<file path="src/rtl/f1_light_sequencer.sv">
// F1 start-light sequencer: the lights fill one per tick, all of them hold, then they go out together with a done pulse.
// Optional macro F1_LFSR_DELAY_EN: the hold time comes from a free-running 7-bit LFSR instead of the hold_delay port.
module f1_light_sequencer #(
  parameter int N_LIGHTS = 8,
  parameter int DELAY_W  = 7
) (
  input  logic                clk,
  input  logic                rst_n,
  input  logic                en,
  input  logic                trigger,
  input  logic                abort,
  input  logic [DELAY_W-1:0]  hold_delay,
  output logic [N_LIGHTS-1:0] data_out,
  output logic                busy,
  output logic                done
);
  localparam int LCW = $clog2(N_LIGHTS + 1);
  localparam logic [LCW-1:0] LC_FULL = LCW'(N_LIGHTS);

  typedef enum logic [1:0] {IDLE, FILL, HOLD, OUT} state_t;

  state_t             state_q, state_d;
  logic [LCW-1:0]     light_cnt_q, light_cnt_d;
  logic [DELAY_W-1:0] hold_cnt_q, hold_cnt_d;
  logic [DELAY_W-1:0] hold_load;

  // Thermometer decode is done one bit wider than the bar so that a full count gives all ones.
  function automatic logic [N_LIGHTS-1:0] thermo(input logic [LCW-1:0] n);
    logic [N_LIGHTS:0] ones;
    ones = ({{N_LIGHTS{1'b0}}, 1'b1} << n) - {{N_LIGHTS{1'b0}}, 1'b1};
    return ones[N_LIGHTS-1:0];
  endfunction

`ifdef F1_LFSR_DELAY_EN
  logic [6:0] lfsr_q;

  // Runs every cycle and is left alone by abort, so the hold time depends on when the sequence started.
  always_ff @(posedge clk or negedge rst_n) begin
    if (!rst_n) lfsr_q <= 7'b0000001;
    else        lfsr_q <= {lfsr_q[5:0], lfsr_q[6] ^ lfsr_q[5]};
  end

  assign hold_load = DELAY_W'(lfsr_q);
`else
  assign hold_load = hold_delay;
`endif

  always_ff @(posedge clk or negedge rst_n) begin
    if (!rst_n) begin
      state_q     <= IDLE;
      light_cnt_q <= '0;
      hold_cnt_q  <= '0;
    end else begin
      state_q     <= state_d;
      light_cnt_q <= light_cnt_d;
      hold_cnt_q  <= hold_cnt_d;
    end
  end

  always_comb begin
    state_d     = state_q;
    light_cnt_d = light_cnt_q;
    hold_cnt_d  = hold_cnt_q;
    if (abort) begin
      state_d     = IDLE;
      light_cnt_d = '0;
      hold_cnt_d  = '0;
    end else begin
      case (state_q)
        IDLE: begin
          if (trigger) begin
            state_d     = FILL;
            light_cnt_d = '0;
          end
        end
        FILL: begin
          if (en) begin
            light_cnt_d = light_cnt_q + 1'b1;
            if (light_cnt_q == LC_FULL - 1'b1) begin
              state_d    = HOLD;
              hold_cnt_d = hold_load;
            end
          end
        end
        HOLD: begin
          // The decrement happens only while nonzero, so the hold counter never wraps.
          if (en) begin
            if (hold_cnt_q != '0) hold_cnt_d = hold_cnt_q - 1'b1;
            else                  state_d    = OUT;
          end
        end
        OUT: begin
          state_d     = IDLE;
          light_cnt_d = '0;
        end
        default: begin
          state_d     = IDLE;
          light_cnt_d = '0;
          hold_cnt_d  = '0;
        end
      endcase
    end
  end

  always_comb begin
    data_out = '0;
    busy     = 1'b0;
    done     = 1'b0;
    case (state_q)
      FILL: begin
        data_out = thermo(light_cnt_q);
        busy     = 1'b1;
      end
      HOLD: begin
        data_out = '1;
        busy     = 1'b1;
      end
      OUT: begin
        busy = 1'b1;
        done = 1'b1;
      end
      default: ;
    endcase
  end
endmodule

</file>
<file path="config.mk">
export PLATFORM = sky130hd
export DESIGN_NAME = f1_light_sequencer
export DESIGN_NICKNAME = d
export VERILOG_FILES = /design/src/rtl/f1_light_sequencer.sv
export SDC_FILE = /design/constraint.sdc
export NUM_CORES = 1
export LEC_CHECK = 0
export BUFFER_PORTS_ARGS = -buffer_cell sky130_fd_sc_hd__buf_2
export CORE_UTILIZATION = 50
export DETAILED_ROUTE_END_ITERATION = 10
export PLACE_DENSITY = 0.76
export SKIP_LAST_GASP = 1
export SLEW_MARGIN = 10
export SYNTH_ARGS = -nofsm -noshare
export SYNTH_HDL_FRONTEND = slang
export SYNTH_SLANG_ARGS = --single-unit
</file>
<file path="constraint.sdc">
create_clock -name clk -period 1.8 [get_ports clk]
set_clock_uncertainty 0.05 [all_clocks]
set_input_delay 0.09 -clock clk [delete_from_list [all_inputs] [get_ports clk]]
set_output_delay 0.09 -clock clk [all_outputs]
set_load 0.02 [all_outputs]
</file>
# Yosys cells after proc, flatten, opt, wreduce, memory -nomap -nowiden
# Index checks and enable logic that the tools add are counted.
# totals
reg_bits	13
inputBits	12
out_inout_bits	10
word_cells	45
# classes
add_sub_neg	3
eq_ne	10
shift	1
mux	20
reduce_logical	8
# ops
cell	n
$mux W7	5
$ne A3 B3 Y1 const B	6
$pmux W8 S2	1
$pmux W7 S2	1
$mux W2	6
$mux W4	3
$pmux W4 S3	1
$reduce_and A5 Y1	2
$pmux W2 S4	1
$shl A1 B4 Y8 const A	1
$sub A8 B1 Y8 const B	1
$reduce_bool A7 Y1	1
$sub A7 B1 Y7 const B	1
$add A4 B1 Y4 const B	1
$eq A2 B2 Y1 const B	2
$eq A4 B3 Y1 const B	1
$reduce_bool A4 Y1	1
$reduce_and A3 Y1	1
$reduce_bool A3 Y1	1
$reduce_or A3 Y1	1
$eq A2 B1 Y1 const B	1
$logic_not A2 Y1	1
$mux W1	2

# Longest topological paths before layout
# depth
depth_word	5
mapped_depth	8
depth_no_buf	8

# Least setup slack after synthesis
# OpenSTA, ideal clock, no wires.
# synth_timing
kind	reg2out
start	register light_cnt_q[2]
end	output data_out[6]
arrival_time_ns	2.002
required_time_ns	1.660
path_slack_ns	-0.342
stages_incl_launch_ff	9
n_path_buf	1
path_cell_list	dfrtp_1 -> clkbuf_1 -> nor2_1 -> nand2_1 -> ha_1 -> nand2b_1 -> a2111oi_0 -> o211a_1 -> a211oi_1
# synth_between
elab_chain_len	3
# synth_lines
element	line	source
start, declared	23	logic [LCW-1:0] light_cnt_q, light_cnt_d;
start signal, assigned	55	light_cnt_q <= light_cnt_d;
$shl A1 B4 Y8	30	ones = ({{N_LIGHTS{1'b0}}, 1'b1} << n) - {{N_LIGHTS{1'b0}}, 1'b1};
$sub A8 B1 Y8	30	
$pmux W8 S2	109	case (state_q)
end, declared	13	output logic [N_LIGHTS-1:0] data_out,
# No other way between the ends.

# Worst setup path after layout
# layout_timing
start	register light_cnt_q[0]
end	output data_out[6]
# The elaborated chain is that of the path after synthesis.

==> metrics.txt <==
GRT Overall Usage 32.6%; Post-Layout Cell Count 225; Starting Density 53.7%; via count 1,414; Max-Cap Viols 0; Synth async-reset ratio 100%; largest net degree at the start of global routing 14; H-tree depth 1; uppermost layer routed met4; worst endpoint required time 1.66 ns; first-pass GRT wire length 6240 µm; clk sink count 13; Pint 1.13 mW; highest-delay cell along the critical path dfrtp_2; reg2reg path depth 6; drt pass-1 iters 4; FILL cells 108; arrival time worst endpoint 1.97 ns; worst vdd ir 1.12 mV; CTS tree done; CTS buffer count 3; die area 2620 µm²; crit path cell chain inv_2, ha_4, nand2_4, ha_4, nand2b_4, a2111oi_4, o211a_1, a211oi_4, buf_6; Synth Flop Type dfrtp_1; Period Utilization, post-route 117%; # IOs 22; Slew headroom 78.3%; pwr dens 1050 nW/µm²; critical path endpoint category output port; Sw Share 46.2%; # setup viols final 14; share of post-route cells with drive strength above 1 58.9%; Layout Nets 223; Synth Warn # 0; Max clock buf depth 2; Mean Syn Cell Area 8.41 µm²; CTS clk-pin slew, worst paths 0.09 ns; DIE HEIGHT 51.2 µm; DRT iter0 DRCs 51; IO Port Bufs 21; worst-margin pin slew 0.326 ns; clk_lat worst skew 0.29 ns; hold-critical path depth 3; post-synthesis register bit count 13; core footprint 2250 µm²; CTS root buf clkbuf_4; status finished, violations left; vias in the first global route 1,332; mux cell area share after synthesis 1.65%; routability cong. 0.850; met1 WL 1750 µm; fmax 474 MHz; CP Launch Type register; cell count after synthesis 144; Area contributors post-synth dfrtp_1, ha_1, xor2_1; Max Transition Viols Final 0; largest area contributor in the netlist dfrtp_1; row count 17; total grt overflow 0; Compound-Gate Fraction of Synth Area 21.5%; final hold vios 0; P_leak 0.859 nW; RSZ-0062 raised after global routing yes; Net Count, Synth 169; worst min path class primary input to register; final WL 4460 µm; Syn-to-layout area delta 64.7%; Comb power frac 71.6%; Adder-Cell Fraction of Synth Area 13.4%; WL met2 2200 µm; placed cell count 217; worst-path maximum fanout 5; CP max stage delay 0.49 ns; main combinational cell family by area after synthesis simple AND/OR/NAND/NOR gates; sequential area share after synthesis 26.9%; synthesized area 1210 µm²; initial antenna violation count 0; Ant. Diodes 0; failing checks negative setup slack; Routed WL per cell 19.8 µm; sequential share of power 18.6%; final core occ 88.5%; Die W 51.2 µm; DP HPWL 2420 µm; post-synth cell types 42; residual DRC count 0; most used cell, CP ha_4; simple-gate share of the synthesized area 25.2%; number of synthesized flops with an enable pin 0; sw power 0.967 mW; Multi-input gate area 1150 µm²; Synth top area share 26.9%; TNS Setup -2.20 ns; XOR/XNOR Fraction of Synth Area 5.06%; clock power share 9.7%; drt via density 6.28; Routed Antenna Nets 0; met3 WL 253 µm; final worst slack -0.311 ns; register area 330 µm²; kind of critical path register to output port; Tmin final 2.11 ns
## state kept, by name, summed over array words and instances, names as in the netlist
register,cells
hold_cnt_q,7
light_cnt_q,4
state_q,2
## layout by cell type (no fill, tap or decap), types with 4 or more instances in the layout
| cell | netlist | routed |
|---|---|---|
| buf_2 | 0 | 14 |
| ha_4 | 0 | 11 |
| dfrtp_2 | 0 | 4 |
| xor2_1 | 6 | 5 |
| buf_6 | 1 | 7 |
| nand2b_1 | 7 | 4 |
| dfrtp_1 | 13 | 9 |
| nor2_1 | 11 | 8 |
| nand2_1 | 12 | 8 |
| a21oi_1 | 10 | 7 |
| inv_2 | 0 | 7 |
| a22o_1 | 4 | 4 |
| buf_4 | 1 | 34 |
| nand3_1 | 6 | 6 |
## per-layer routing
layer,track usage (%),vias to the layer above
met5,0,-
met4,15.8,0
met3,2.98,25
met2,54.6,72
met1,41.8,699
li1,-,618
## worst max-delay path, delay by kind of cell, from the launching register on
kind                     cells  cell delay (ns)
adder cells (fa/ha/maj)      2             0.33
AO/OA/AOI/OAI                3             0.45
buffers and inverters        2             0.27
AND/OR/NAND/NOR              2             0.14
flip-flops                   1             0.49
## logic make-up (layout without fill, tap and decap cells)
kind of cell,Yosys count,after routing
simple gates,55,55
compound gates,37,37
buf+inv,17,70
fa+ha+maj,13,13
flops,13,13
xor+xnor,7,7
mux,2,2
## power by group through the flow
stage,logic (mW),clock network [mW],registers [mW]
6_report,1.50,0.204,0.390
5_1_grt,1.60,0.212,0.394
4_1_cts,1.23,0.201,0.368
3_5_place_dp,1.07,0,0.371
3_3_place_gp,1.02,0,0.371
2_1_floorplan,0.671,0,0.374
## path summary, 6_finish.rpt
kind,start,to,slack [ns]
min in group asynchronous,rst_n,hold_cnt_q[6],0.17
max in group asynchronous,rst_n,state_q[1],1.27
worst max register to register,hold_cnt_q[0],hold_cnt_q[1],-0.11
worst min-delay path,en,light_cnt_q[0],0.06
worst max-delay path,light_cnt_q[0],data_out[6],-0.31
worst min register to register,hold_cnt_q[6],hold_cnt_q[6],0.55
## final cells by class
cell class	instances	share of cell area, %
multi-input combinational	114	57.7
tap	28	1.76
clock buffer	4	1.32
sequential	13	16.6
inverter	10	1.88
timing repair buffer	56	20.8
## cells in the mapped netlist (4+ instances only)
cell / count
clkbuf_1: 4
dfrtp_1: 13
inv_1: 10
a31oi_1: 5
a22o_1: 4
ha_1: 13
nand2_1: 12
o21ai_0: 4
a21oi_1: 10
nand3_1: 6
nand2b_1: 7
xor2_1: 6
nor2_1: 11
## through the flow
step	worst slack (ns)	power, mW	cell area [µm²]	hold WS [ns]
floorplan	-0.0140	1.04	1260	-0.256
global placement	-0.0811	1.39	1590	-0.0560
CTS	-0.270	1.80	1810	0.0782
detailed placement	-0.172	1.44	1590	-0.0455
global route	-0.346	2.20	1990	0.0764
finish	-0.311	2.09	1990	0.0575
## timing repair
action                                 4_1_cts  5_1_grt
endpoints found under the hold margin       13        0
gates cloned                                 1        0
buffers inserted                             2        1
setup endpoints to repair                   19       20
resized for setup                           35       43
pin swaps                                   11       22
hold buffers                                 1        0
Note: power is estimated with default switching activity, not from simulation.
